<file path="config.mk">
export PLATFORM = sky130hd
export DESIGN_NAME = dcache_ctrl
export DESIGN_NICKNAME = d
export VERILOG_FILES = /design/src/rtl/dcache_ctrl.sv
export SDC_FILE = /design/constraint.sdc
export NUM_CORES = 1
export LEC_CHECK = 0
export ABC_AREA = 1
export ABC_CLOCK_PERIOD_IN_PS = 3500
export BUFFER_PORTS_ARGS = -buffer_cell sky130_fd_sc_hd__buf_2
export CAP_MARGIN = 10
export CELL_PAD_IN_SITES_DETAIL_PLACEMENT = 0
export CELL_PAD_IN_SITES_GLOBAL_PLACEMENT = 1
export CORE_UTILIZATION = 30
export DETAILED_ROUTE_END_ITERATION = 7
export PLACE_DENSITY_LB_ADDON = 0.1
export SYNTH_ARGS = -nofsm -noshare
export SYNTH_HDL_FRONTEND = slang
export SYNTH_SLANG_ARGS = --single-unit
</file>
<file path="constraint.sdc">
create_clock -name i_clk -period 3.5 [get_ports i_clk]
set_clock_uncertainty 0.05 [all_clocks]
set_input_delay 0.175 -clock i_clk [delete_from_list [all_inputs] [get_ports i_clk]]
set_output_delay 0.175 -clock i_clk [all_outputs]
set_load 0.005 [all_outputs]
</file>
<file path="src/rtl/dcache_ctrl.sv">
// Miss/refill and write-through sequencer for a direct-mapped D-cache; stalls the core (comb) on load miss or store.
// Zero-wait latency: miss stalls WORDS_PER_LINE+1 cycles, store 2; memory backpressure via req/ack holds req/addr/data.
module dcache_ctrl #(
  parameter int ADDR_W = 32,
  parameter int DATA_W = 32,
  parameter int WORDS_PER_LINE = 4,
  localparam int OFF_W = $clog2(WORDS_PER_LINE)
) (
  input  logic              i_clk,
  input  logic              i_areset,
  input  logic              i_cpu_rd,
  input  logic              i_cpu_wr,
  input  logic [ADDR_W-1:0] i_cpu_addr,
  input  logic [DATA_W-1:0] i_cpu_wdata,
  input  logic              i_hit,
  output logic              o_stall,
  output logic              o_mem_req,
  output logic              o_mem_we,
  output logic [ADDR_W-1:0] o_mem_addr,
  output logic [DATA_W-1:0] o_mem_wdata,
  input  logic              i_mem_ack,
  input  logic [DATA_W-1:0] i_mem_rdata,
  output logic              o_fill_we,
  output logic [OFF_W-1:0]  o_fill_idx,
  output logic [DATA_W-1:0] o_fill_data,
  output logic              o_tag_we,
  output logic [ADDR_W-1:0] o_tag_addr,
  output logic              o_wt_done
);

  typedef enum logic [1:0] {IDLE, REFILL, WRITE, DONE} state_t;
  localparam logic [OFF_W-1:0] LAST_IDX = OFF_W'(WORDS_PER_LINE - 1);

  state_t            state_q, state_d;
  logic [OFF_W-1:0]  cnt_q, cnt_d, cnt_inc;
  logic [ADDR_W-1:0] base_q, base_d;
  logic              mem_req_q, mem_req_d;
  logic              mem_we_q, mem_we_d;
  logic [ADDR_W-1:0] mem_addr_q, mem_addr_d;
  logic [DATA_W-1:0] mem_wdata_q, mem_wdata_d;
  logic [ADDR_W-1:0] line_base, word_addr;
  logic              ack;
  logic              unused_addr_lsb;

  // Byte offset within a word never reaches memory; only word addresses are issued.
  assign unused_addr_lsb = ^i_cpu_addr[1:0];
  assign ack       = mem_req_q & i_mem_ack;
  assign cnt_inc   = cnt_q + OFF_W'(1);
  assign line_base = {i_cpu_addr[ADDR_W-1:OFF_W+2], {(OFF_W+2){1'b0}}};
  assign word_addr = {i_cpu_addr[ADDR_W-1:2], 2'b00};

  always_comb begin
    state_d     = state_q;
    cnt_d       = cnt_q;
    base_d      = base_q;
    mem_req_d   = mem_req_q;
    mem_we_d    = mem_we_q;
    mem_addr_d  = mem_addr_q;
    mem_wdata_d = mem_wdata_q;
    o_stall     = 1'b0;
    o_fill_we   = 1'b0;
    o_tag_we    = 1'b0;
    o_wt_done   = 1'b0;
    case (state_q)
      IDLE: begin
        if (i_cpu_wr) begin
          o_stall     = 1'b1;
          mem_req_d   = 1'b1;
          mem_we_d    = 1'b1;
          mem_addr_d  = word_addr;
          mem_wdata_d = i_cpu_wdata;
          state_d     = WRITE;
        end else if (i_cpu_rd && !i_hit) begin
          o_stall    = 1'b1;
          base_d     = line_base;
          cnt_d      = '0;
          mem_req_d  = 1'b1;
          mem_we_d   = 1'b0;
          mem_addr_d = line_base;
          state_d    = REFILL;
        end
      end
      REFILL: begin
        o_stall = 1'b1;
        if (ack) begin
          o_fill_we = 1'b1;
          cnt_d     = cnt_inc;
          if (cnt_q == LAST_IDX) begin
            // Tag/valid only on the final word, so an aborted refill leaves the line invalid.
            o_tag_we   = 1'b1;
            mem_req_d  = 1'b0;
            mem_addr_d = '0;
            state_d    = DONE;
          end else begin
            mem_addr_d = base_q | ADDR_W'({cnt_inc, 2'b00});
          end
        end
      end
      WRITE: begin
        o_stall = 1'b1;
        if (ack) begin
          o_wt_done   = 1'b1;
          mem_req_d   = 1'b0;
          mem_we_d    = 1'b0;
          mem_addr_d  = '0;
          mem_wdata_d = '0;
          state_d     = DONE;
        end
      end
      DONE: state_d = IDLE;
      default: state_d = IDLE;
    endcase
    if (i_areset) o_stall = 1'b0;
  end

  always_ff @(posedge i_clk or posedge i_areset) begin
    if (i_areset) begin
      state_q     <= IDLE;
      cnt_q       <= '0;
      base_q      <= '0;
      mem_req_q   <= 1'b0;
      mem_we_q    <= 1'b0;
      mem_addr_q  <= '0;
      mem_wdata_q <= '0;
    end else begin
      state_q     <= state_d;
      cnt_q       <= cnt_d;
      base_q      <= base_d;
      mem_req_q   <= mem_req_d;
      mem_we_q    <= mem_we_d;
      mem_addr_q  <= mem_addr_d;
      mem_wdata_q <= mem_wdata_d;
    end
  end

  assign o_mem_req   = mem_req_q;
  assign o_mem_we    = mem_we_q;
  assign o_mem_addr  = mem_addr_q;
  assign o_mem_wdata = mem_wdata_q;
  assign o_fill_idx  = cnt_q;
  assign o_fill_data = o_fill_we ? i_mem_rdata : '0;
  assign o_tag_addr  = o_tag_we ? base_q : '0;

endmodule

</file>
==> results.json, run 1 <==
{
  "cts_tree": "built",
  "whs_ns": 0.01821,
  "drv_cap": 0,
  "power_mw": 5.526,
  "ff2ff_setup_slack_ns": 1.05,
  "grt_max_degree": 82,
  "vias": 4823,
  "leakagePower_nw": 3.907,
  "clkSinkCount": 96,
  "critPathLaunch": "state_q[1]",
  "cts-root-buf": "clkbuf_16",
  "ir_drop_uv": 355.9,
  "power.switching_mw": 2.476,
  "max_freq_mhz": 330.4,
  "slew_headroom_pct": 31.99,
  "fin_ws_ns": 0.4735,
  "gp_congestion": 0.8014,
  "wirelength_um": 14890,
  "worstPathArrival_ns": 2.80,
  "min_path_type": "in2reg",
  "syn2layout_area_growth_pct": 31.22,
  "power_frac_comb_pct": 47.8,
  "ys_warn_count": 0,
  "ys_seq_area_share_pct": 48.19,
  "p_seq_share_pct": 34.7,
  "synth_area_mm2": 0.004985,
  "synth_edf_count": 0,
  "hold_buffers": 0,
  "track_usage_pct": 17.37,
  "required_ns": 3.27,
  "port_buffers": 229,
  "io_pins": 238,
  "firstDrtPassIters": 6,
  "start_kind": "flip-flop",
  "cts_max_path_buffers": 2,
  "ys_async_sr_fraction_pct": 100.0,
  "dp.final_hpwl_um": 10730,
  "slew_violations": 0,
  "switching_share_pct": 44.80,
  "fill_cells": 1689,
  "drc_errors": 0,
  "status": "finished, final reports clean",
  "end_kind": "output pin",
  "synth.largest_area_cell": "dfrtp_1",
  "overflow": 0,
  "r2r-end": "o_mem_addr[16]",
  "grt_pass1_vias": 4431,
  "core_area_mm2": 0.01606,
  "vias_per_cell": 4.381,
  "rr_startpoint": "state_q[1]",
  "final_antenna_net_count": 0,
  "synth.most_common_cell": "nand2_1",
  "dpl_worst_slack_ns": 0.8508,
  "row_count": 46,
  "worstSetupPathType": "reg2out",
  "nNetsFinal": 988,
  "worstMarginPinSlew_ns": 1.020,
  "internal_power_mw": 3.051,
  "crit_fanout": 34,
  "hold_viol_final": 0,
  "finalSetupTns_ns": 0,
  "post-route-period-util_pct": 86.47,
  "drt_iter0_markers": 124,
  "synthDistinctLibCells": 23,
  "postSynthCellCount": 670,
  "dieArea_mm2": 0.01713,
  "syn_area_per_cell_um2": 7.440,
  "ys_seq_elements": 96,
  "yosys-top-cells-area": "dfrtp_1, nand2_1, inv_1",
  "die_w_um": 130.9,
  "clkPwrFrac_pct": 17.5,
  "synth_top_area_share_pct": 48.19,
  "power_density_mw_per_mm2": 844.8,
  "initial_utilization_pct": 31.04,
  "r2r_cells": 9,
  "wl_per_cell_um": 13.53,
  "cts_resized": 0,
  "drive_gt1_share_pct": 31.90,
  "die-height_um": 130.9,
  "rsz0062_at_grt": "false",
  "grt_pass1_wl_um": 22600,
  "clk_pin_slew_worst_paths_ns": 0.07,
  "post-cts-setup-buffer-count": 0,
  "antenna_found_initial": 1,
  "synth_flop_cell": "dfrtp_1",
  "htree_levels": 3,
  "synthTopCellsByCount": "nand2_1, dfrtp_1, inv_1",
  "layout_min_cycle_time_ns": 3.027,
  "crit_path_end": "o_tag_addr[12]",
  "clock_latency_ns": 0.35,
  "cts_buffers": 9,
  "setup_viol": 0
}
## registers in the layout, indices dropped and copies added, names as in the netlist
| register | cells |
|---|---|
| o_mem_req | 1 |
| o_mem_addr | 30 |
| o_mem_we | 1 |
| o_mem_wdata | 32 |
| base_q | 28 |
| o_fill_idx | 2 |
| state_q | 2 |
## power groups by stage
| stage | sequential, mW | combinational [mW] | clock [mW] |
|---|---|---|---|
| 2_1_floorplan | 1.92 | 1.79 | 0 |
| 6_report | 1.92 | 2.64 | 0.966 |
| 3_3_place_gp | 1.92 | 2.67 | 0 |
| 4_1_cts | 1.92 | 2.70 | 1.01 |
| 3_5_place_dp | 1.94 | 2.70 | 0 |
| 5_1_grt | 1.98 | 3.05 | 1.06 |
## per-layer routing
metal  vias to the layer above  global-route usage, %  part of all wire (%)
li1                       2477                      -                     -
met1                      2180                  20.86                    44
met2                       153                  30.44                    49
met3                        13                  3.705                   5.8
met4                         0                  6.423                   1.5
met5                         -                      0                     0
## final cells by class
class | instances | area [µm²] | area share (%)
tap | 216 | 270.3 | 4.132
antenna | 1 | 2.502 | 0.03826
timing repair buffer | 239 | 1234 | 18.86
multi-input combinational | 430 | 1957 | 29.92
clock buffer | 9 | 225.2 | 3.443
inverter | 103 | 389.1 | 5.949
clock inverter | 7 | 61.31 | 0.9373
sequential | 96 | 2402 | 36.73
## stage by stage
stage          utilization, %  instance area, µm²  std cells
2_1_floorplan               -                5004        675
3_3_place_gp            38.94                6252       1084
3_5_place_dp            38.94                6252       1084
4_1_cts                 40.72                6539       1100
5_1_grt                 40.74                6541       1101
6_report                40.74                6541       1101
## layout by cell type, fill, tap and decap left out, drive strengths merged
cell type / instances
dfrtp: 96
clkinvlp: 2
clkbuf: 9
nand4: 34
a21oi: 3
conb: 6
nand2: 212
ha: 7
nor3: 1
buf: 239
inv: 108
nor2: 68
nand3: 5
o21ai: 94
diode: 1
## worst min path at each step
stage,start,end,cells after the start
global placement,i_cpu_wdata[24],o_mem_wdata[24],3
CTS,i_cpu_wdata[1],o_mem_wdata[1],3
floorplan,i_cpu_wdata[17],o_mem_wdata[17],2
finish,i_cpu_wdata[27],o_mem_wdata[27],3
detailed placement,i_cpu_wdata[17],o_mem_wdata[17],3
global route,i_cpu_wdata[24],o_mem_wdata[24],3
## worst max-delay path: stages (launching register included)
cell,delay (ns)
dfrtp_1,0.44
inv_1,0.13
ha_1,0.49
buf_4,0.40
nand2_2,0.07
buf_4,0.24
inv_2,0.09
nand2_1,0.05
buf_4,0.24
nor2_1,0.15
buf_2,0.13
## cell families after synthesis
logic type / after synthesis / share of synthesized area, %
and+or+nand+nor: 320 / 27.26
buffers and inverters: 149 / 12.98
AOI/OAI and AO/OA: 97 / 9.739
DFF: 96 / 48.19
adders and majority gates: 7 / 1.757
other: 1 / 0.07523
No activity file was read; power rests on OpenSTA's default activity.
==> run 2, diff against run 1 <==
- SETUP_SLACK_MARGIN: not set -> 0.5
==> run 2 against run 1 <==
Register-to-register slack improved by 0.22 ns. Final area barely moved. Global-route usage barely moved. Sequential share of layout area barely moved. Total power barely moved. Clock power barely moved. Sequential power barely moved. Final cell count did not move. Utilization barely moved.
==> results.json, run 2 (synthesis results as in run 1) <==
{
  "status": "finished, final reports clean",
  "cts_max_path_buffers": 2,
  "die_w_um": 130.9,
  "rr_startpoint": "state_q[1]",
  "wl_per_cell_um": 13.52,
  "final_cell_mix": "buf_2, nand2_1, dfrtp_1",
  "clk_pin_slew_worst_paths_ns": 0.07,
  "post-cts-setup-buffer-count": 0,
  "r2r-end": "o_mem_addr[16]",
  "worstPathArrival_ns": 2.57,
  "dieArea_mm2": 0.01713,
  "cts_resized": 1,
  "clkSinkCount": 96,
  "layout_min_cycle_time_ns": 2.793,
  "max_freq_mhz": 358.0,
  "hold_buffers": 0,
  "crit_path_max_incr_delay_ns": 0.44,
  "final_antenna_net_count": 0,
  "clock_latency_ns": 0.35,
  "rsz0062_at_grt": "false",
  "end_kind": "output pin",
  "start_kind": "flip-flop",
  "largest_register_ffs": 32,
  "cp.depth": 10,
  "core_area_mm2": 0.01606,
  "cpMaxStageDelayCell": "dfrtp_1",
  "hold_path_depth": 3,
  "fill_cells": 1689,
  "r2r_cells": 9,
  "gp_congestion": 0.8014,
  "dp.final_hpwl_um": 10730,
  "leakagePower_nw": 3.906,
  "htree_levels": 3,
  "cts-root-buf": "clkbuf_16",
  "fin_util_pct": 40.77,
  "die-height_um": 130.9,
  "vias": 4810,
  "cts_tree": "built",
  "min-delay-start": "i_cpu_wdata[27]",
  "path_common_cell": "buf_4",
  "slew_headroom_pct": 31.87,
  "mostFrequentLayoutCell": "buf_2",
  "required_ns": 3.27,
  "track_usage_pct": 17.36,
  "overflow": 0,
  "initial_utilization_pct": 31.04,
  "fin_ws_ns": 0.7066,
  "antenna_found_initial": 1,
  "setup_viol": 0,
  "drt_iter0_markers": 126,
  "path_cells": "inv_1, ha_2, buf_6, nand2_2, buf_4, inv_2, nand2_1, buf_4, nor2_1, buf_2",
  "grt_pass1_vias": 4423,
  "slew_violations": 0,
  "syn2layout_area_growth_pct": 31.35,
  "firstDrtPassIters": 6,
  "cts_buffers": 9,
  "wirelength_um": 14880,
  "post-route-period-util_pct": 79.81,
  "port_buffers": 229,
  "crit_family": "buffers and inverters",
  "ir_drop_uv": 321.3,
  "drive_gt1_share_pct": 32.01,
  "ff2ff_setup_slack_ns": 1.27,
  "whs_ns": 0.01718,
  "vias_per_cell": 4.369,
  "crit_fanout": 34,
  "min_path_type": "in2reg",
  "grt_pass1_wl_um": 22590,
  "nNetsFinal": 988,
  "grt_max_degree": 82,
  "hold_viol_final": 0,
  "drv_cap": 0,
  "dpl_worst_slack_ns": 0.8508,
  "drc_errors": 0,
  "critical_path_buf_inv_count": 6,
  "power_density_mw_per_mm2": 844.6,
  "hold_end": "o_mem_wdata[27]",
  "io_pins": 238,
  "worstMarginPinSlew_ns": 1.022,
  "worstSetupPathType": "reg2out",
  "row_count": 46,
  "finalSetupTns_ns": 0
}
==> run 2: power by group <==
| group | total, mW | leakage [nW] | internal, mW | switching [mW] |
|---|---|---|---|---|
| registers | 1.92 | 1.22 | 1.62 | 0.298 |
| logic | 2.65 | 2.55 | 0.940 | 1.71 |
| clock network | 0.966 | 0.135 | 0.497 | 0.469 |
| total | 5.53 | 3.91 | 3.06 | 2.47 |
==> run 2: per-stage QoR <==
step | power [mW] | area (µm²) | cells
final | 5.530 | 6548 | 1101
after detailed placement | 4.631 | 6252 | 1084
after global routing | 6.090 | 6548 | 1101
after global placement | 4.592 | 6252 | 1084
after CTS | 5.634 | 6541 | 1100
after floorplan | 3.715 | 5004 | 675
==> run 2: how the worst max path moves through the flow <==
stage,start,endpoint,slack [ns]
2_1_floorplan,i_areset,base_q[10],0.77
3_3_place_gp,state_q[1],o_tag_addr[14],0.89
3_5_place_dp,state_q[1],o_tag_addr[12],0.85
4_1_cts,state_q[1],o_tag_addr[12],0.61
5_1_grt,state_q[1],o_tag_addr[12],0.55
6_report,state_q[1],o_tag_addr[12],0.71
==> run 2: cell type report <==
| cell class | instances | area [µm²] | share of cell area [%] |
|---|---|---|---|
| sequential | 96 | 2402 | 36.69 |
| clock buffer | 9 | 225.2 | 3.440 |
| timing repair buffer | 239 | 1237 | 18.90 |
| clock inverter | 7 | 61.31 | 0.9364 |
| antenna | 1 | 2.502 | 0.03822 |
| tap | 216 | 270.3 | 4.128 |
| multi-input combinational | 430 | 1959 | 29.93 |
| inverter | 103 | 389.1 | 5.943 |
==> run 2: worst min-delay path, delay by kind of cell <==
family	cells	cell delay, ns
buffers and inverters	1	0.10
AO/OA/AOI/OAI	1	0.06
AND/OR/NAND/NOR	1	0.05
==> run 2: per-layer routing <==
metal / share of wire [%] / vias to the layer above / wire length [µm] / global-route usage, %
met4: 1.6 / 0 / 231 / 6.423
met2: 49 / 149 / 7258 / 30.35
li1: - / 2474 / - / -
met3: 5.8 / 14 / 864 / 3.705
met5: 0 / - / 0 / 0
met1: 44 / 2173 / 6529 / 20.91
==> run 3, diff against run 2 <==
- ABC_CLOCK_PERIOD_IN_PS: 3500 -> 2400
- CORE_UTILIZATION: 30 -> 29
- clock period: 3.5 -> 2.4 ns (I/O delays scaled with it)
==> run 3 against run 2 <==
Worst hold slack improved by 0.0080 ns. Global-route usage increased by 0.75 points. Via count increased by 7.9%.
==> results.json, run 3 (synthesis results as in run 1) <==
{
  "fin_util_pct": 44.39,
  "cpMaxStageDelayCell": "dfrtp_2",
  "clk_pin_slew_worst_paths_ns": 0.07,
  "diodes": 0,
  "drive_gt1_share_pct": 32.36,
  "worstPathArrival_ns": 1.68,
  "firstDrtPassIters": 5,
  "fin_ws_ns": 0.5548,
  "wl_per_cell_um": 13.95,
  "crit_fanout": 7,
  "grt_max_degree": 65,
  "cts_max_path_buffers": 2,
  "largest_register_ffs": 32,
  "worstMarginPinSlew_ns": 0.7991,
  "min_path_type": "in2reg",
  "clock_latency_ns": 0.35,
  "drc_errors": 0,
  "vias_per_cell": 4.419,
  "cts_tree": "built",
  "rr_startpoint": "state_q[0]",
  "drv_cap": 0,
  "rsz0062_at_grt": "true",
  "power_mw": 8.593,
  "worstSetupPathType": "reg2out",
  "initial_utilization_pct": 29.85,
  "start_kind": "flip-flop",
  "mostFrequentLayoutCell": "buf_2",
  "syn2layout_area_growth_pct": 48.72,
  "antenna_found_initial": 0,
  "final_cell_mix": "buf_2, nand2_1, dfrtp_1",
  "die_w_um": 133.1,
  "r2r_cells": 8,
  "port_buffers": 229,
  "ir_drop_uv": 661.8,
  "final_antenna_net_count": 0,
  "end_kind": "output pin",
  "dp.final_hpwl_um": 11080,
  "leakagePower_nw": 4.283,
  "post-route-period-util_pct": 76.88,
  "crit_path_max_incr_delay_ns": 0.44,
  "r2r-end": "o_mem_addr[4]",
  "slew_violations": 0,
  "required_ns": 2.23,
  "die-height_um": 133.1,
  "gp_congestion": 0.7702,
  "max_freq_mhz": 541.9,
  "track_usage_pct": 18.11,
  "status": "finished, final reports clean",
  "power_density_mw_per_mm2": 1159,
  "cts_buffers": 9,
  "hold_end": "base_q[19]",
  "drt_iter0_markers": 227,
  "hold_path_depth": 3,
  "hold_viol_final": 0,
  "overflow": 0,
  "row_count": 47,
  "cts-root-buf": "clkbuf_16",
  "finalSetupTns_ns": 0,
  "layout_min_cycle_time_ns": 1.845,
  "min-delay-start": "i_cpu_addr[19]",
  "htree_levels": 3,
  "core_area_mm2": 0.01670,
  "setup_viol": 0,
  "slew_headroom_pct": 46.72,
  "nNetsFinal": 1059,
  "io_pins": 238,
  "dpl_worst_slack_ns": 0.4142,
  "vias": 5192,
  "grt_pass1_vias": 4937,
  "path_cells": "inv_4, ha_4, nand2_4, inv_4, nand2_4, clkbuf_16, nor2_1, buf_2",
  "dieArea_mm2": 0.01772,
  "clkSinkCount": 96,
  "wirelength_um": 16390,
  "grt_pass1_wl_um": 25310,
  "ff2ff_setup_slack_ns": 0.65
}
==> run 3: cell types whose count changed in the layout (fill, tap and decap cells not counted), sizes merged <==
cell and delta:
bufinv +1, buf +10, inv -5, clkinv +2, dlygate4sd3 +59, clkbuf +4
diode -1
==> run 3: worst max-delay path: cells and delay by family, from the launching register on <==
| family | cells | cell delay (ns) |
|---|---|---|
| buffers and inverters | 4 | 0.48 |
| flip-flops | 1 | 0.44 |
| adder cells (fa/ha/maj) | 1 | 0.16 |
| AND/OR/NAND/NOR | 3 | 0.24 |
==> run 3: what timing repair did <==
action / CTS / global route
gates cloned: 0 / 3
endpoints found under the hold margin: 95 / 0
endpoints found under the setup margin: 116 / 141
setup buffers: 0 / 3
resized for setup: 8 / 30
hold buffers: 59 / 0
==> run 3: where the power goes <==
group          total (mW)  internal, mW  leakage, nW  switching [mW]
sequential           2.81          2.36         1.22           0.443
clock                1.50         0.845        0.146           0.654
combinational        4.29          1.66         2.92            2.63
total                8.59          4.87         4.28            3.73
==> run 3: worst max path at each step <==
| stage | cells after the start | to | from | slack (ns) |
|---|---|---|---|---|
| floorplan | 8 | o_mem_addr[12] | state_q[0] | 0.85 |
| global placement | 9 | o_mem_wdata[14] | state_q[0] | 0.47 |
| detailed placement | 9 | o_mem_wdata[16] | state_q[0] | 0.41 |
| CTS | 5 | o_stall | state_q[1] | 0.36 |
| global route | 8 | o_tag_addr[14] | state_q[1] | 0.48 |
| finish | 8 | o_tag_addr[11] | state_q[1] | 0.55 |
==> run 3: per-layer routing <==
metal	up-vias	global-route usage, %	wire length [µm]
met5	-	0	0
met4	0	4.545	150
met3	12	3.881	978
met2	172	32.08	8110
met1	2395	22.30	7149
li1	2613	-	-
==> run 3: area by class of cell <==
class                           instances  area [µm²]
Clock buffer                           11       242.7
Clock inverter                          5       63.81
Fill cell                            1741        9288
Inverter                              103       395.4
Multi-Input combinational cell        430        2022
Sequential cell                        96        2405
Tap cell                              220       275.3
Timing Repair Buffer                  310        2009
==> run 3: per-stage QoR <==
stage	instance area [µm²]	cells	hold WS, ns
after floorplan	5007	675	0.2151
after global placement	6304	1094	0.2702
after detailed placement	6304	1094	0.2792
after CTS	7232	1169	0.0007818
after global routing	7413	1175	0.04435
final	7413	1175	0.02522
